### src/rtl/fetch_unit.sv
// Instruction-fetch front end.
// Holds the PC and keeps at most one request outstanding to a variable-latency instruction
// memory. It honours stall and branch redirect. A NOP (all zeros) is presented whenever no
// instruction is ready, so the decode register captures a bubble.
//
// Ports:
//   clk, reset_n          clock, asynchronous active-low reset
//   stall_f               downstream not accepting this cycle
//   redirect, redirect_pc taken branch/jump and its target (bits [1:0] ignored)
//   imem_req, imem_addr   one-cycle request strobe and address
//   imem_rvalid, imem_rdata  response strobe and instruction word
//   fetch_valid           instr_f/pc_f/pc_plus4_f hold a real instruction
//   instr_f, pc_f, pc_plus4_f  fetch-stage values (zero when fetch_valid=0)
module fetch_unit #(
    parameter logic [31:0] RESET_PC = 32'h0000_0000
) (
    input  logic        clk,
    input  logic        reset_n,
    input  logic        stall_f,
    input  logic        redirect,
    input  logic [31:0] redirect_pc,
    output logic        imem_req,
    output logic [31:0] imem_addr,
    input  logic        imem_rvalid,
    input  logic [31:0] imem_rdata,
    output logic        fetch_valid,
    output logic [31:0] instr_f,
    output logic [31:0] pc_f,
    output logic [31:0] pc_plus4_f
);

    typedef enum logic [1:0] {StIdle, StReq, StWait, StValid} state_e;

    localparam logic [31:0] ResetPcAligned = {RESET_PC[31:2], 2'b00};

    state_e      state_q, state_d;
    logic [31:0] pc_q, pc_d;
    logic [31:0] instr_buf_q, instr_buf_d;
    logic        squash_q, squash_d;

    logic [31:0] target_pc;
    logic [31:0] pc_next_seq;

    assign target_pc   = {redirect_pc[31:2], 2'b00};
    assign pc_next_seq = pc_q + 32'd4;

    always_ff @(posedge clk or negedge reset_n) begin
        if (!reset_n) begin
            state_q     <= StIdle;
            pc_q        <= ResetPcAligned;
            instr_buf_q <= 32'd0;
            squash_q    <= 1'b0;
        end else begin
            state_q     <= state_d;
            pc_q        <= pc_d;
            instr_buf_q <= instr_buf_d;
            squash_q    <= squash_d;
        end
    end

    always_comb begin
        state_d     = state_q;
        pc_d        = pc_q;
        instr_buf_d = instr_buf_q;
        squash_d    = squash_q;
        unique case (state_q)
            StIdle: begin
                state_d = StReq;
            end
            StReq: begin
                // The request to the old PC still goes out; its response gets squashed.
                state_d = StWait;
                if (redirect) begin
                    pc_d     = target_pc;
                    squash_d = 1'b1;
                end
            end
            StWait: begin
                if (imem_rvalid) begin
                    if (squash_q || redirect) begin
                        squash_d = 1'b0;
                        state_d  = StReq;
                    end else begin
                        instr_buf_d = imem_rdata;
                        state_d     = StValid;
                    end
                end
                if (redirect) begin
                    pc_d = target_pc;
                    // Response still in flight belongs to the old path.
                    if (!imem_rvalid) begin
                        squash_d = 1'b1;
                    end
                end
            end
            StValid: begin
                // Redirect beats stall: the buffered instruction is simply dropped.
                if (redirect) begin
                    pc_d    = target_pc;
                    state_d = StReq;
                end else if (!stall_f) begin
                    pc_d    = pc_next_seq;
                    state_d = StReq;
                end
            end
            default: begin
                state_d = StIdle;
            end
        endcase
    end

    // Outputs depend on registered state only, so they stay glitch-free.
    always_comb begin
        imem_req    = 1'b0;
        imem_addr   = 32'd0;
        fetch_valid = 1'b0;
        instr_f     = 32'd0;
        pc_f        = 32'd0;
        pc_plus4_f  = 32'd0;
        if (state_q == StReq) begin
            imem_req  = 1'b1;
            imem_addr = pc_q;
        end
        if (state_q == StValid) begin
            fetch_valid = 1'b1;
            instr_f     = instr_buf_q;
            pc_f        = pc_q;
            pc_plus4_f  = pc_next_seq;
        end
    end

endmodule

### config.mk
export PLATFORM = sky130hd
export DESIGN_NAME = fetch_unit
export DESIGN_NICKNAME = d
export VERILOG_FILES = /design/src/rtl/fetch_unit.sv
export SDC_FILE = /design/constraint.sdc
export NUM_CORES = 1
export LEC_CHECK = 0
export BUFFER_PORTS_ARGS = -buffer_cell sky130_fd_sc_hd__buf_2
export CAP_MARGIN = 25
export CORE_ASPECT_RATIO = 1.5
export CORE_MARGIN = 2
export CORE_UTILIZATION = 50
export DETAILED_ROUTE_END_ITERATION = 12
export MAX_ROUTING_LAYER = met4
export PLACE_DENSITY = 0.93
export SYNTH_ARGS = -nofsm -noshare
export SYNTH_HDL_FRONTEND = slang
export SYNTH_SLANG_ARGS = --single-unit
### constraint.sdc
create_clock -name clk -period 3.5 [get_ports clk]
set_input_delay 0.35 -clock clk [delete_from_list [all_inputs] [get_ports clk]]
set_output_delay 0.35 -clock clk [all_outputs]
set_load 0.05 [all_outputs]
==> results.json, run 1 <==
{
  "outcome": "finished, final reports clean",
  "rsz0062_at_grt": "false",
  "worstHoldEndpoint": "instr_buf_q[13]",
  "wire_per_inst_microns": 16.92,
  "slowest_delay_ns": 0.59,
  "drc": 0,
  "portBuffers": 190,
  "nFillCells": 776,
  "fin_crit_ns": 3.220,
  "finalSetupViolCount": 0,
  "cts_root_buffer": "clkbuf_16",
  "finalWirelength_microns": 14530,
  "worstPathMaxFanout": 14,
  "drive_gt1_share_pct": 36.29,
  "maxCapViolations": 0,
  "crit_buf_inv": 1,
  "synth.cell_area_sq_um": 4915,
  "crit_required_ns": 3.15,
  "hold_path.class": "in -> reg",
  "grt_max_degree": 40,
  "crit_family": "simple AND/OR/NAND/NOR gates",
  "reg2reg_depth": 7,
  "endpoint_kind": "output port",
  "synth_warnings": 0,
  "grt-ovfl-total": 0,
  "n_antenna_cell": 0,
  "antenna_found_initial": 0,
  "cts_resized": 0,
  "cp-start-kind": "flop",
  "avgSynthCellArea_sq_um": 8.430,
  "coreArea_sq_um": 9634,
  "insertion_delay_ns": 0.34,
  "p_per_area_nw_per_um2": 962.4,
  "ys_seq_area_share_pct": 33.10,
  "final_area_sq_um": 6225,
  "track_usage_pct": 28.44,
  "multi_input_area_sq_um": 2994,
  "hold_viol_final": 0,
  "synth_cell_types": 58,
  "start_util_pct": 51.01,
  "cts_buffers": 9,
  "rows": 44,
  "cts_buffer_depth": 2,
  "post_cts_buffers": 0,
  "numClockSinks": 65,
  "place_area_sq_um": 5851,
  "postRouteAntennaNets": 0,
  "crit_arrival_ns": 2.87,
  "syn_to_final_growth_pct": 26.65,
  "first_global_vias": 4808,
  "irDropWorstVdd_uv": 656.8,
  "first_iter_violations": 336,
  "hp-start": "imem_rdata[13]",
  "max-slew-margin-rel_pct": 46.34,
  "via_per_inst": 5.842,
  "p_leak_nw": 3.045,
  "period_share_pct": 92.00,
  "fin_nets": 812,
  "die_w_microns": 84.95,
  "synth_edf_count": 0,
  "r2r-end": "pc_q[12]",
  "path_class": "reg -> out",
  "drtPass1Iterations": 7,
  "worstReg2RegStart": "state_q[0]",
  "clk_pin_slew_ns": 0.06,
  "grt_pass1_wl_microns": 23730,
  "hold_depth": 2,
  "p_total_mw": 5.991,
  "io_pins": 199,
  "fin_worst_skew_ns": 0.006343,
  "rrSetupSlack_ns": 0.99,
  "fmax_mhz": 310.6,
  "syn_inst": 583,
  "critical_path.cell_chain": "ha_1 > and4_1 > nand2_1 > or4_1 > a21oi_1 > buf_2",
  "vias": 5018,
  "synth-seq-cells": 65,
  "register_area_sq_um": 1627,
  "gp_congestion": 0.9686,
  "drv_slew": 0,
  "dp_hpwl_microns": 10470,
  "cts_tree": "done",
  "die_h_microns": 125.4,
  "tns_ns": 0,
  "die-area_sq_um": 10650,
  "cts_max_level": 3,
  "synth_flop_cell": "dfrtp_1",
  "worst_slew_pin_slew_ns": 0.8029,
  "dp_cells": 841,
  "crit_slowest_cell": "or4_1",
  "fin_cells": 859,
  "async_flop_share_pct": 100.0,
  "startpoint": "pc_q[2]"
}
## logic make-up (layout without fill, tap and decap cells)
kind of cell               Yosys count  count (layout)  synth area share, %
AOI/OAI and AO/OA                   93              93                11.89
xor gates and xnor gates            11              11                1.960
adders and majority gates            4               4                1.018
buffers and inverters               74             230                6.797
DFF                                 65              65                33.10
muxes                               57              57                12.58
other                                1               6              0.07630
and+or+nand+nor                    278             278                32.59
## synthesized netlist by cell type (all sizes together) (4+ instances only)
library cell / number / area (sq um)
buf: 24 / 146.4
mux2i: 19 / 190.2
nand2: 28 / 105.1
clkbuf: 42 / 157.7
nand2b: 5 / 31.28
and2: 103 / 644.4
inv: 7 / 26.28
nor2: 39 / 146.4
a21oi: 26 / 130.1
mux2: 38 / 427.9
nor3: 11 / 55.05
nor2b: 4 / 25.02
and4: 6 / 52.55
dfrtp: 65 / 1627
nand3: 24 / 125.1
or3: 13 / 81.33
o22ai: 5 / 31.28
or4: 4 / 33.78
o21ai: 23 / 115.1
o211ai: 11 / 82.58
nor4: 11 / 87.59
xnor2: 8 / 70.07
nand4: 17 / 112.6
ha: 4 / 50.05
and3: 6 / 37.54
## worst reg2reg max path: cells and delay by family, from the launching register on
kind | cells | cell delay [ns]
compound gates | 3 | 0.97
fa+ha+maj | 1 | 0.37
buf+inv | 2 | 0.41
flops | 1 | 0.40
simple gates | 1 | 0.25
## power by group
part	total [mW]	internal, mW	leakage, nW	switching, mW
registers	1.53	1.03	0.812	0.504
logic	3.41	1.02	2.07	2.40
clock network	1.04	0.695	0.162	0.347
## state kept, by name, summed over array words and instances (netlist names)
register	flops
squash_q	1
pc_q	30
state_q	2
instr_buf_q	32
## how the worst max path moves through the flow
stage | endpoint | slack, ns | cells past startpoint
5_1_grt | pc_plus4_f[26] | 0.07 | 6
3_5_place_dp | pc_plus4_f[26] | 0.68 | 6
2_1_floorplan | pc_plus4_f[30] | 0.67 | 4
4_1_cts | pc_plus4_f[26] | 0.30 | 6
3_3_place_gp | pc_plus4_f[28] | 0.74 | 6
6_report | pc_plus4_f[26] | 0.28 | 6
## area by class of cell
class,count,share of cell area (%)
clock buffer,9,3.618
clock inverter,7,1.910
inverter,8,0.4824
multi-input combinational,449,48.10
sequential,65,26.13
tap,115,2.312
timing repair buffer,206,17.45
## layout by cell type (no fill, tap or decap), types with 9 or more instances in the layout
cell type and n:
nor2_1 39, nand3_1 23, clkbuf_16 9, o211ai_1 11, dfrtp_1 65, nor3_1 10, mux2_2 37, and2_1 103
mux2i_1 19, or3_1 13, nand4_1 16, buf_2 190, buf_4 14, o21ai_0 23, nand2_1 28, a21oi_1 26
## stage by stage
step	setup slack (ns)	util [%]	hold WS [ns]
detailed placement	0.6769	60.73	0.4882
finish	0.2802	64.61	0.2380
floorplan	0.6718	-	0.05441
CTS	0.3043	64.30	0.1849
global placement	0.7373	60.73	0.4812
global route	0.06900	64.61	0.2380
## per-layer routing
metal  track usage [%]  up-vias  part of all wire (%)
li1                  -     2342                     -
met1             33.85     2378                    38
met2             46.46      259                    53
met3             4.752       39                   6.7
met4             13.35        0                   2.6
met5                 -        -                     0
## timing repair
item                       4_1_cts  5_1_grt
hold buffers                     0        1
setup endpoints to repair        0        0
hold endpoints to repair         0        1
No activity file was read; power rests on OpenSTA's default activity.
==> inputs of run 2 (changes only) <==
Settings changed: CAP_MARGIN 25 to 20, CORE_UTILIZATION 50 to 53, PLACE_DENSITY 0.93 to 0.95, SLEW_MARGIN set to 15.
==> results.json, run 2 (same netlist as run 1, synthesis figures left out) <==
{
  "first_global_vias": 4934,
  "fin_nets": 808,
  "n_antenna_cell": 0,
  "drc": 0,
  "power.share.sequential_pct": 26.4,
  "die_w_microns": 82.63,
  "hold_path.class": "in -> async",
  "antenna_found_initial": 0,
  "regMostFlops": "instr_buf_q",
  "final_area_sq_um": 6135,
  "slowest_delay_ns": 0.60,
  "grt_max_degree": 47,
  "top_regs": "instr_buf_q: 32 flops, pc_q: 30 flops, state_q: 2 flops",
  "gp_congestion": 1.006,
  "startpoint": "pc_q[2]",
  "drtPass1Iterations": 6,
  "syn_to_final_growth_pct": 24.82,
  "tns_ns": 0,
  "crit_required_ns": 3.15,
  "largest_reg_flops": 32,
  "finalSetupViolCount": 0,
  "clk_pin_slew_ns": 0.06,
  "endpoint_kind": "output port",
  "cts_root_buffer": "clkbuf_16",
  "nFillCells": 747,
  "dp_cells": 836,
  "drive_gt1_share_pct": 36.08,
  "rsz0062_at_grt": "false",
  "fin_worst_skew_ns": 0.007551,
  "cts_max_level": 3,
  "outcome": "finished, final reports clean",
  "layout_commonest_cell": "buf_2",
  "period_share_pct": 93.80,
  "maxCapViolations": 0,
  "pwr-share-clk_pct": 14.7,
  "finalWirelength_microns": 15010,
  "grt_pass1_wl_microns": 23750,
  "final_cell_mix": "189 x buf_2, 103 x and2_1, 65 x dfrtp_1",
  "crit_arrival_ns": 2.93,
  "numClockSinks": 65,
  "hold_viol_final": 0,
  "p_per_area_nw_per_um2": 954.5,
  "cts_tree": "done",
  "irDropWorstVdd_uv": 554.6,
  "critical_path.cell_chain": "ha_1 > and4_1 > nand2_1 > or4_1 > a21oi_1 > buf_2",
  "p_int_mw": 2.557,
  "portBuffers": 190,
  "fmax_mhz": 304.6,
  "worst_slew_pin_slew_ns": 0.7241,
  "wire_per_inst_microns": 17.61,
  "vias": 5153,
  "rows": 43,
  "p_sw_mw": 3.298,
  "whs_ns": 0.03985,
  "insertion_delay_ns": 0.33,
  "worstPathMaxFanout": 14,
  "max-slew-margin-rel_pct": 51.36,
  "ctsHoldBuffers": 0,
  "die_h_microns": 121.9,
  "fin_crit_ns": 3.283,
  "grt-ovfl-total": 0,
  "worstReg2RegStart": "state_q[0]",
  "multi_input_area_sq_um": 2994,
  "pwr-share-comb_pct": 58.9,
  "via_per_inst": 6.048,
  "crit_slowest_cell": "or4_1",
  "path_class": "reg -> out",
  "postRouteAntennaNets": 0,
  "fin_cells": 852,
  "drv_slew": 0,
  "place_area_sq_um": 5844,
  "register_area_sq_um": 1627,
  "io_pins": 199,
  "p_leak_nw": 2.996,
  "die-area_sq_um": 10080,
  "first_iter_violations": 621,
  "cts_buffer_depth": 2,
  "dp_hpwl_microns": 10780,
  "cp-start-kind": "flop",
  "post_cts_buffers": 0,
  "cts_resized": 0,
  "coreArea_sq_um": 9146,
  "start_util_pct": 53.73,
  "track_usage_pct": 31.19,
  "p_sw_share_pct": 56.33,
  "cts_buffers": 9
}
run 2: cell count changes in the layout (fill, tap and decap cells not counted):
| cell | change |
|---|---|
| bufinv_16 | -3 |
| inv_6 | +3 |
| buf_4 | -2 |
| buf_2 | -1 |
| clkbuf_8 | +1 |
| clkinv_2 | -1 |
| clkinv_4 | -1 |
| clkinvlp_4 | +1 |
| dlygate4sd3_1 | -1 |
run 2: cell type report:
type,instances,share of cell area (%)
tap,112,2.284
clock buffer,10,3.896
sequential,65,26.51
timing repair buffer,202,17.21
inverter,8,0.4895
multi-input combinational,449,48.81
clock inverter,6,0.7954
run 2: critical path, delay by kind of cell (launching register included):
| kind | cells | cell delay (ns) |
|---|---|---|
| AO/OA/AOI/OAI | 1 | 0.16 |
| adder cells (fa/ha/maj) | 1 | 0.32 |
| buffers and inverters | 1 | 0.29 |
| flip-flops | 1 | 0.51 |
| AND/OR/NAND/NOR | 3 | 1.31 |
run 2: stage by stage:
stage	worst slack [ns]	utilization (%)	power [mW]
floorplan	0.6718	-	4.156
global placement	0.7191	63.90	4.829
detailed placement	0.5886	63.90	4.952
CTS	0.2303	67.05	5.828
global route	0.04058	67.07	6.166
finish	0.2172	67.07	5.855
run 2: final timing paths:
check	depth (start not counted)	end	slack (ns)
min reg2reg	1	instr_buf_q[2]	0.50
max	6	pc_plus4_f[26]	0.22
max in group asynchronous	2	instr_buf_q[7]	2.74
min in group clk	2	instr_buf_q[29]	0.25
max reg2reg	6	pc_q[26]	0.75
min	1	pc_q[15]	0.04
run 2: power by group through the flow:
stage	logic (mW)	registers [mW]	clock network, mW
after global routing	3.67	1.60	0.896
after CTS	3.44	1.52	0.868
after detailed placement	3.42	1.53	0
after global placement	3.33	1.49	0
final	3.45	1.55	0.861
after floorplan	2.99	1.16	0
run 2: per-layer routing:
metal | GRT usage [%] | vias up | part of all wire [%] | wire length (microns)
met2 | 52.37 | 324 | 53 | 7971
li1 | - | 2347 | - | -
met1 | 35.91 | 2424 | 36 | 5444
met4 | 15.37 | 0 | 3.4 | 510
met3 | 4.222 | 58 | 7.2 | 1079
met5 | - | - | 0 | 0
==> inputs of run 3 (changes only) <==
Settings changed: CELL_PAD_IN_SITES_DETAIL_PLACEMENT set to 2, CELL_PAD_IN_SITES_GLOBAL_PLACEMENT set to 2, CORE_MARGIN 2 to unset, CORE_UTILIZATION 53 to 30.
==> results.json, run 3 (same netlist as run 1, synthesis figures left out) <==
{
  "outcome": "complete, but fails checks",
  "violations": "design-rule violations",
  "vias": 5155,
  "p_total_mw": 6.144,
  "setup_ws_ns": 0.2128,
  "track_usage_pct": 24.14,
  "die_h_microns": 158.8,
  "postRouteAntennaNets": 0,
  "numClockSinks": 65,
  "drv_slew": 0,
  "drtPass1Iterations": 8,
  "final_core_util_pct": 39.33,
  "path_class": "reg -> out",
  "cts_max_level": 3,
  "layout_commonest_cell": "buf_2",
  "start_util_pct": 30.49,
  "finalSetupViolCount": 0,
  "grt_max_degree": 38,
  "multi_input_area_sq_um": 2994,
  "irDropWorstVdd_uv": 493.8,
  "io_pins": 199,
  "fin_crit_ns": 3.287,
  "rsz0062_at_grt": "false",
  "p_leak_nw": 3.044,
  "cts_resized": 0,
  "coreArea_sq_um": 16120,
  "worst_slew_pin_slew_ns": 0.8376,
  "p_int_mw": 2.694,
  "p_per_area_nw_per_um2": 969.3,
  "drive_gt1_share_pct": 36.41,
  "finalWirelength_microns": 19630,
  "via_per_inst": 5.409,
  "cts_buffers": 9,
  "fin_worst_skew_ns": 0.008734,
  "dp_slack_ns": 0.5318,
  "power.share.sequential_pct": 25.4,
  "p_sw_share_pct": 56.15,
  "n_antenna_cell": 0,
  "die_w_microns": 106.5,
  "p_sw_mw": 3.450,
  "rows": 57,
  "portBuffers": 190,
  "hold_path.class": "in -> reg",
  "maxCapViolations": 0,
  "pwr-share-comb_pct": 58.4,
  "nFillCells": 1855,
  "syn_to_final_growth_pct": 28.97,
  "grt_pass1_wl_microns": 30810,
  "pwr-share-clk_pct": 16.2,
  "grt-ovfl-total": 0,
  "cts_buffer_depth": 2,
  "antenna_found_initial": 0,
  "period_share_pct": 93.92,
  "tns_ns": 0,
  "cts_tree": "done",
  "drc": 2,
  "regMostFlops": "instr_buf_q",
  "hold_viol_final": 0,
  "final_cell_mix": "190 x buf_2, 103 x and2_1, 65 x dfrtp_1",
  "final_area_sq_um": 6339,
  "insertion_delay_ns": 0.34,
  "worstPathMaxFanout": 9,
  "clk_pin_slew_ns": 0.06,
  "place_area_sq_um": 6000,
  "endpoint_kind": "output port",
  "top_regs": "instr_buf_q: 32 flops, pc_q: 30 flops, state_q: 2 flops",
  "cts_root_buffer": "clkbuf_16",
  "fmax_mhz": 304.2,
  "dp_hpwl_microns": 14180,
  "largest_reg_flops": 32,
  "first_iter_violations": 187,
  "wire_per_inst_microns": 20.59,
  "register_area_sq_um": 1627,
  "max-slew-margin-rel_pct": 44.16,
  "gp_congestion": 0.7793,
  "crit_arrival_ns": 2.94,
  "crit_required_ns": 3.15,
  "die-area_sq_um": 16910,
  "cp-start-kind": "flop",
  "first_global_vias": 5629,
  "fin_nets": 815
}
run 3: per-stage QoR:
step | cells | hold slack [ns]
6_report | 953 | 0.2399
5_1_grt | 953 | 0.2439
4_1_cts | 952 | 0.2380
3_5_place_dp | 935 | 0.3569
3_3_place_gp | 935 | 0.3553
2_1_floorplan | 588 | 0.05441
run 3: cell type report:
| type | instances | area share, % |
|---|---|---|
| repair buffers | 209 | 17.49 |
| clock buffers | 10 | 3.612 |
| well taps | 206 | 4.066 |
| multi-input cells | 449 | 47.24 |
| inverters | 8 | 0.4737 |
| flip-flops and latches | 65 | 25.66 |
| clock inverters | 6 | 1.461 |
run 3: path summary, 6_finish.rpt:
path | slack (ns) | to | depth (start not counted) | startpoint
setup / recovery | 0.21 | pc_plus4_f[26] | 6 | pc_q[2]
hold / removal | 0.24 | instr_buf_q[6] | 2 | imem_rdata[6]
setup reg to reg | 0.86 | pc_q[4] | 7 | state_q[0]
hold reg to reg | 0.50 | instr_buf_q[29] | 1 | instr_buf_q[29]
max in group asynchronous | 2.24 | pc_q[30] | 3 | reset_n
min in group asynchronous | 0.51 | instr_buf_q[31] | 2 | reset_n
run 3: layer usage:
| layer | track usage (%) | part of all wire, % | wire length [microns] | up-vias |
|---|---|---|---|---|
| met5 | - | 0 | 0 | - |
| met4 | 11.21 | 3.5 | 693 | 0 |
| met1 | 25.74 | 38 | 7485 | 2585 |
| li1 | - | - | - | 2353 |
| met3 | 2.791 | 3.3 | 646 | 50 |
| met2 | 43.80 | 55 | 10800 | 167 |
run 3: repair_timing:
| action | in CTS | in global routing |
|---|---|---|
| setup buffers | 0 | 1 |
| endpoints found under the hold margin | 8 | 0 |
| hold buffers | 1 | 0 |
| setup endpoints to repair | 0 | 3 |
run 3: power by group through the flow:
stage	Clock (mW)	Sequential (mW)	Combinational, mW
floorplan	0	1.16	2.99
global placement	0	1.52	3.47
detailed placement	0	1.56	3.58
CTS	1.01	1.56	3.62
global route	1.03	1.62	3.81
finish	0.994	1.56	3.59
run 3: worst max-delay path, stage by stage, from the launching register on:
cell and delay, ns:
dfrtp_1 0.54, ha_1 0.36, and4_1 0.43, nand2_1 0.26, or4_1 0.55, a21oi_1 0.17
buf_2 0.29
